<file path="src/rtl/line_span_writer.sv">
// Span-to-block write generator for the line buffer's updated-flag store.
// It also owns the three-bank update_switch rotation that advances on every line_start.
module line_span_writer #(
  parameter int LINE_WIDTH   = 640,
  parameter int BLOCK_ADDR_W = 8
) (
  input  logic                    clk,
  input  logic                    reset,
  input  logic                    line_start,
  input  logic                    cmd_valid,
  output logic                    cmd_ready,
  input  logic [9:0]              cmd_x,
  input  logic [9:0]              cmd_len,
  input  logic [7:0]              cmd_color,
  output logic [1:0]              update_switch,
  output logic [BLOCK_ADDR_W-1:0] pixel_addr,
  output logic                    write_pixel,
  output logic [3:0]              pixel_write_updated,
  output logic [7:0]              pixel_color,
  output logic                    busy,
  output logic                    overrun
);

  localparam logic [0:0]  ST_IDLE  = 1'b0;
  localparam logic [0:0]  ST_WRITE = 1'b1;
  localparam logic [10:0] LINE_END = 11'(LINE_WIDTH);

  logic [0:0]              state_q, state_d;
  logic [10:0]             cur_q, cur_d;
  logic [10:0]             end_q, end_d;
  logic [7:0]              color_q, color_d;
  logic [1:0]              switch_q, switch_d;
  logic [BLOCK_ADDR_W-1:0] addr_q, addr_d;
  logic                    wr_q, wr_d;
  logic [3:0]              mask_q, mask_d;
  logic [7:0]              pcol_q, pcol_d;
  logic                    ovr_q, ovr_d;

  logic [10:0] cmd_sum, cmd_end;
  logic        cmd_ok, accept;
  logic [10:0] src_cur, src_end, blk_base, next_cur;
  logic [3:0]  src_mask;

  // 11-bit sum so an overflowing x+len still clips cleanly to the line end.
  assign cmd_sum = {1'b0, cmd_x} + {1'b0, cmd_len};
  assign cmd_end = (cmd_sum > LINE_END) ? LINE_END : cmd_sum;
  assign cmd_ok  = (cmd_len != 10'd0) && ({1'b0, cmd_x} < LINE_END);

  assign cmd_ready = (state_q == ST_IDLE) && !line_start && !reset;
  assign accept    = cmd_valid && cmd_ready;

  // The first block is built straight from the command so it appears the cycle after accept.
  assign src_cur  = (state_q == ST_IDLE) ? {1'b0, cmd_x} : cur_q;
  assign src_end  = (state_q == ST_IDLE) ? cmd_end : end_q;
  assign blk_base = {src_cur[10:2], 2'b00};
  assign next_cur = blk_base + 11'd4;

  generate
    for (genvar gi = 0; gi < 4; gi++) begin : g_mask
      assign src_mask[gi] = ((blk_base + 11'(gi)) >= src_cur) &&
                            ((blk_base + 11'(gi)) < src_end);
    end
  endgenerate

  always_comb begin
    state_d  = state_q;
    cur_d    = cur_q;
    end_d    = end_q;
    color_d  = color_q;
    switch_d = switch_q;
    addr_d   = addr_q;
    wr_d     = 1'b0;
    mask_d   = 4'd0;
    pcol_d   = pcol_q;
    ovr_d    = 1'b0;
    if (line_start) begin
      switch_d = (switch_q == 2'd2) ? 2'd0 : switch_q + 2'd1;
      ovr_d    = (state_q == ST_WRITE);
      state_d  = ST_IDLE;
    end else if (state_q == ST_WRITE) begin
      if (cur_q >= end_q) begin
        state_d = ST_IDLE;
      end else begin
        wr_d   = 1'b1;
        addr_d = src_cur[BLOCK_ADDR_W+1:2];
        mask_d = src_mask;
        pcol_d = color_q;
        cur_d  = next_cur;
      end
    end else if (accept && cmd_ok) begin
      state_d = ST_WRITE;
      end_d   = cmd_end;
      color_d = cmd_color;
      wr_d    = 1'b1;
      addr_d  = src_cur[BLOCK_ADDR_W+1:2];
      mask_d  = src_mask;
      pcol_d  = cmd_color;
      cur_d   = next_cur;
    end
  end

  always_ff @(posedge clk) begin
    if (reset) begin
      state_q  <= ST_IDLE;
      cur_q    <= '0;
      end_q    <= '0;
      color_q  <= '0;
      switch_q <= '0;
      addr_q   <= '0;
      wr_q     <= 1'b0;
      mask_q   <= '0;
      pcol_q   <= '0;
      ovr_q    <= 1'b0;
    end else begin
      state_q  <= state_d;
      cur_q    <= cur_d;
      end_q    <= end_d;
      color_q  <= color_d;
      switch_q <= switch_d;
      addr_q   <= addr_d;
      wr_q     <= wr_d;
      mask_q   <= mask_d;
      pcol_q   <= pcol_d;
      ovr_q    <= ovr_d;
    end
  end

  assign update_switch       = switch_q;
  assign pixel_addr          = addr_q;
  assign write_pixel         = wr_q;
  assign pixel_write_updated = mask_q;
  assign pixel_color         = pcol_q;
  assign busy                = (state_q == ST_WRITE);
  assign overrun             = ovr_q;

endmodule

</file>
<file path="config.mk">
export PLATFORM = sky130hd
export DESIGN_NAME = line_span_writer
export DESIGN_NICKNAME = d
export VERILOG_FILES = /design/src/rtl/line_span_writer.sv
export SDC_FILE = /design/constraint.sdc
export NUM_CORES = 1
export LEC_CHECK = 0
export BUFFER_PORTS_ARGS = -buffer_cell sky130_fd_sc_hd__buf_2
export CORE_ASPECT_RATIO = 0.6
export CORE_UTILIZATION = 51
export CTS_CLUSTER_DIAMETER = 100
export CTS_CLUSTER_SIZE = 10
export DETAILED_ROUTE_END_ITERATION = 16
export PLACE_DENSITY_LB_ADDON = 0.05
export REMOVE_ABC_BUFFERS = 1
export SLEW_MARGIN = 25
export SYNTH_ARGS = -nofsm -noshare
export SYNTH_HDL_FRONTEND = slang
export SYNTH_SLANG_ARGS = --single-unit
</file>
<file path="constraint.sdc">
create_clock -name clk -period 3.74 [get_ports clk]
set_clock_uncertainty 0.15 [all_clocks]
set_input_delay 0.374 -clock clk [delete_from_list [all_inputs] [get_ports clk]]
set_output_delay 0.374 -clock clk [all_outputs]
set_load 0.05 [all_outputs]
</file>
======== Word level (Yosys, flattened, before mapping) ========
Index checks and enable logic that the tools add are counted.
cells by class
  reduce and logical (&&, ||, !) cells .... 17
  bitwise operators ....................... 2
  $add $sub $neg .......................... 6
  equality and inequality tests ........... 2
  mux-type cells .......................... 19
  order comparisons ....................... 11
operators with widths
  operator                                                                number
  11-bit two-way mux                                                      6
  11-bit greater-or-equal comparator                                      5
  8-bit two-way mux                                                       6
  11-bit < comparator                                                     4
  11-bit by 2-bit adder with 11-bit output, second input constant         2
  4-bit two-way mux                                                       3
  10-bit by 10-bit adder with 11-bit output                               1
  11-bit by 1-bit adder with 11-bit output, second input constant         1
  11-bit by 3-bit adder with 11-bit output, second input constant         1
  11-bit by 10-bit > comparator with 1-bit output, second input constant  1
  10-bit < comparator, second input constant                              1
  10-bit nonzero test                                                     1
  1-bit logical AND                                                       9
  3-bit AND reduction                                                     2
  2-bit OR reduction                                                      2
  1-bit two-way mux                                                       3
  2-bit by 1-bit adder with 2-bit output, second input constant           1
  2-bit == test, second input constant                                    1
  1-bit zero test                                                         2
  2-bit two-way mux                                                       1
  2-bit != test, second input constant                                    1
  1-bit NOT                                                               2
  2-bit nonzero test                                                      1
word-level totals
  output and inout port bits .............. 26
  logic and storage cells ................. 66
  register bits after elaboration ......... 54
  input bits .............................. 32

======== Longest topological paths before layout ========
  depth in word-level cells ............... 8
  depth in mapped cells ................... 18
  mapped depth without buffers ............ 18

======== Worst setup path after synthesis ========
Ideal clock, no wire load.
  path kind ............................... in2reg
  from .................................... input cmd_x[0]
  to ...................................... register mask_q[0], in the netlist pixel_write_updated[0]
  stages .................................. 18
  setup time .............................. 0.074 ns
  required time ........................... 3.516 ns
  data arrival time ....................... 3.860 ns
  path buffers ............................ 0
  slack ................................... -0.344 ns
  path through ............................ ha_1 inv_1 fa_1 nand2b_2 a21o_1 a311oi_4 nand4_2 a2111oi_4 nor2_4 a2bb2oi_1 ha_1 a211oi_1 o21ai_0 o211ai_1 a21oi_1 and4bb_2 o221ai_1 a31oi_1
on the way
  longest elaborated chain between the ends .. 8
  elaborated cells on any way between the ends .. 14
  classes of those cells .................. 1 x add/sub; 4 x order compare; 6 x mux; 3 x reduce/logical
RTL lines
  what                                             line    RTL
  from (decl)                                      12      input logic [9:0] cmd_x,
  10-bit by 10-bit adder with 11-bit output        45      assign cmd_sum = {1'b0, cmd_x} + {1'b0, cmd_len};
  11-bit by 10-bit > comparator with 1-bit output  46      assign cmd_end = (cmd_sum > LINE_END) ? LINE_END : cmd_sum;
  11-bit two-way mux                               46
  11-bit two-way mux                               54      assign src_end = (state_q == ST_IDLE) ? cmd_end : end_q;
  11-bit < comparator                              61      ((blk_base + 11'(gi)) < src_end);
  1-bit logical AND                                60      assign src_mask[gi] = ((blk_base + 11'(gi)) >= src_cur) &&
  4-bit two-way mux (on tied branches)             90, 81
  4-bit two-way mux *                              80      end else if (state_q == ST_WRITE) begin
  to (signal assigned)                             122     mask_q <= mask_d;
  to (decl)                                        35      logic [3:0] mask_q, mask_d;
Mark *: on every way between the ends. The rest lies on a longest branch, timed or not.
A chain may end at the register's enable or synchronous reset.

======== Worst setup path after layout ========
Same ends and word-level chain as after synthesis.

==> reports/metrics.yaml <==
global_route:
  grt.total_usage_pct: 27.97
  grt_pass1_vias: 2974
  grt_remaining_overflow: 0
  grt_first_pass_wirelength_mm: 15.05
  grt_antenna_before_repair: 1
  pin_count_of_the_biggest_net_entering_global_routing: 44
die:
  dieHeight_um: 64.89
  die_width_um: 106.8
  floorplan.die_area_um2: 6932
  placementRows: 22
  io-pin-count: 58
  placeableCoreArea_um2: 6248
  floorplan.initialDensity_pct: 53.80
outcome:
  result_of_the_run: "finished, violations left"
  violations: "setup timing"
sta:
  hold_violation_count_in_the_final_report: 0
  rsz_0062_raised_after_global_routing: "true"
  worst_slew_margin_rel_pct: 48.48
  achievable-frequency_mhz: 260.5
  layout_min_cycle_time_ns: 3.839
  worst_pin_slew_ns: 0.7728
  slew_violations: 0
  min_period_over_period_pct: 102.6
  setup_viol: 4
  worst_setup_slack_final_ns: -0.09852
final_layout:
  final_cell_count_no_fill: 595
  final-seq-area_um2: 1042
  layout_fillers: 508
  utilization_after_layout_pct: 72.13
  multi_input_comb_area_um2: 2281
  layout-area-overhead-vs-synth_pct: 34.05
  n_antenna_cell: 0
  layout.nets: 573
  layout_cell_share_with_drive_strength_beyond_1_pct: 34.64
  fin_area_um2: 4507
cts:
  clock_path_buffers: 2
  root_buffer: "clkbuf_8"
  worst_setup_hold_path_clk_slew_ns: 0.10
  cts_hold_buffers: 0
  cts_tree: "built"
  cts_htree_levels: 2
  cts.sinks: 52
  cts_inserted_buffers: 5
  insertion_delay_ns: 0.31
synthesis:
  synth.area.top_cells: "dfxtp_1 (31%), ha_1 (11%), mux2i_1 (7.4%), nor2_1 (5.5%), a211oi_1 (4.2%)"
  synth.cell_area_um2: 3362
  yosysWarnings: 0
  ys_dominant_reg_cell: "dfxtp_1"
  synthDominantAreaCellType: "dfxtp_1"
  synth-edff-count: 0
  yosysUniqueCellTypes: 56
  syn_inst: 394
  synthArstFlopShare_pct: 0
  avgSynthCellArea_um2: 8.533
  ys_seq_elements: 52
  synth-seq-area-share_pct: 30.96
  yosysTopAreaCellShare_pct: 30.96
detailed_routing:
  final_antenna_net_count: 0
  initialDrtViolationCount: 285
  drt-vias-per-instance: 5.587
  drc_errors: 0
  dr_total_vias: 3324
  drt_first_pass_iters: 4
  wl_mm: 9.482
  avgRoutedWirePerCell_um: 15.94
critical_path:
  crit_fanout: 4
  endpoint_type_of_the_worst_setup_path: "flop"
  regToRegSetupSlack_ns: 0.63
  critical_path.max_stage_delay_ns: 0.45
  crit_path_cell_trace: "buf_8, ha_4, inv_2, fa_2, nand2b_4, a21o_1, a311oi_4, nand4_2, a2111oi_4, nor2_4, a2bb2oi_2, ha_4, buf_6, buf_4, nand4_1, nor2_2, nand2_1, a21oi_2, buf_4, a31oi_1"
  cp.buffers_inverters: 5
  critPathSlowestCell: "a2111oi_4"
  crit_type: "primary input to flop"
  cp.arrival_ns: 3.89
  cp-start-kind: "primary input"
  timing.critical_path.required_ns: 3.79
  critPathTopFamily: "compound AO/OA/AOI/OAI gates"
hold_path:
  hold_path.class: "primary input to flop"
place:
  io_buffers: 57
  post-place-cells: 575
  gpl_congestion: 0.9062
  place_area_um2: 4124
  estimated_wirelength_of_the_detail_placed_design_mm: 7.136
  placement.setup.worst_slack_ns: -0.6786
power:
  vdd_drop_max_mv: 0.2637
  cellPowerDensity_nw_per_um2: 360.4
  static-leakage-power_nw: 1.882
flow_run:
  cap_viol_max_count: 0
## layout by cell type, fill, tap and decap left out, drive strengths merged, types with 3 or more instances in the layout
| master | synthesis | final |
|---|---|---|
| o211ai | 5 | 5 |
| nand3 | 7 | 7 |
| clkbuf | 9 | 5 |
| a21oi | 27 | 27 |
| nand2b | 6 | 6 |
| xor2 | 4 | 4 |
| buf | 9 | 127 |
| nor3 | 17 | 17 |
| a32o | 7 | 7 |
| a21o | 5 | 5 |
| a211o | 3 | 3 |
| inv | 26 | 26 |
| a211oi | 20 | 20 |
| o21ai | 18 | 18 |
| o21a | 3 | 3 |
| ha | 30 | 30 |
| nor2 | 50 | 50 |
| xnor2 | 11 | 11 |
| mux2i | 25 | 25 |
| nand2 | 22 | 22 |
| a2bb2oi | 3 | 3 |
| nand4 | 6 | 6 |
| dfxtp | 52 | 52 |
| a31oi | 4 | 4 |
## tightest hold or removal path, stage by stage
cell and delay [ns]:
buf_2 0.09, mux2i_1 0.06, nor2_1 0.07
## through the flow
| step | TNS (ns) | power, mW | hold WS [ns] |
|---|---|---|---|
| global route | -0.6372 | 1.714 | 0.1591 |
| detailed placement | -2.166 | 1.135 | 0.3101 |
| global placement | -1.666 | 1.129 | 0.3040 |
| CTS | -0.06588 | 1.575 | 0.1566 |
| finish | -0.2558 | 1.624 | 0.1635 |
| floorplan | -41.36 | 0.9081 | 0.2899 |
## state kept, by name (all words and copies together) (netlist names), 2 cells and up
signal / cells
update_switch: 2
cur_q: 9
end_q: 11
color_q: 8
pixel_addr: 8
pixel_write_updated: 4
pixel_color: 8
## power breakdown
group | switching, mW | internal, mW
clock network | 0.187 | 0.198
logic | 0.335 | 0.320
registers | 0.0139 | 0.571
total | 0.536 | 1.09
## Yosys cell counts (7+ instances only)
cell type,number
nor2_1,49
nand3_1,7
dfxtp_1,52
a211oi_1,19
nor3_1,15
ha_1,30
a21oi_1,27
nand2_1,21
xnor2_1,11
inv_1,26
mux2i_1,25
buf_2,7
a32o_1,7
o21ai_0,14
clkbuf_1,9
## path summary, 6_finish.rpt
| check | startpoint | end | cells past startpoint |
|---|---|---|---|
| setup / recovery | cmd_x[0] | pixel_write_updated[0] | 20 |
| hold / removal | cmd_color[5] | color_q[5] | 3 |
| setup reg to reg | write_pixel | pixel_color[6] | 7 |
| hold reg to reg | end_q[10] | end_q[10] | 2 |
## routing by layer
metal | wire (µm) | track usage [%] | vias to the layer above | part of all wire (%)
met5 | 0 | 0 | - | 0
met4 | 35 | 3.253 | 0 | 0.37
met3 | 482 | 6.036 | 4 | 5.1
met2 | 3964 | 40.16 | 74 | 42
met1 | 5000 | 43.12 | 1580 | 53
li1 | - | - | 1666 | -
## area by class of cell
class | instances | area share (%)
multi-input combinational | 298 | 50.61
sequential | 52 | 23.13
timing repair buffer | 127 | 19.29
tap | 84 | 2.332
inverter | 26 | 2.165
clock buffer | 5 | 1.527
clock inverter | 3 | 0.9439
## cell families after synthesis
kind of cell | count (synthesis) | synth area share, %
DFF | 52 | 30.96
xor gates and xnor gates | 15 | 3.908
muxes | 26 | 7.778
AOI/OAI and AO/OA | 105 | 22.70
buffers and inverters | 44 | 5.284
adders and majority gates | 31 | 11.76
and+or+nand+nor | 121 | 17.60
## what timing repair did
| item | 4_1_cts | 5_1_grt |
|---|---|---|
| pin swaps | 18 | 18 |
| endpoints found under the setup margin | 3 | 4 |
| endpoints found under the hold margin | 0 | 0 |
| cloned | 0 | 0 |
| gates resized for setup | 21 | 22 |
| setup buffers | 11 | 2 |
(Power assumes the default switching activity.)
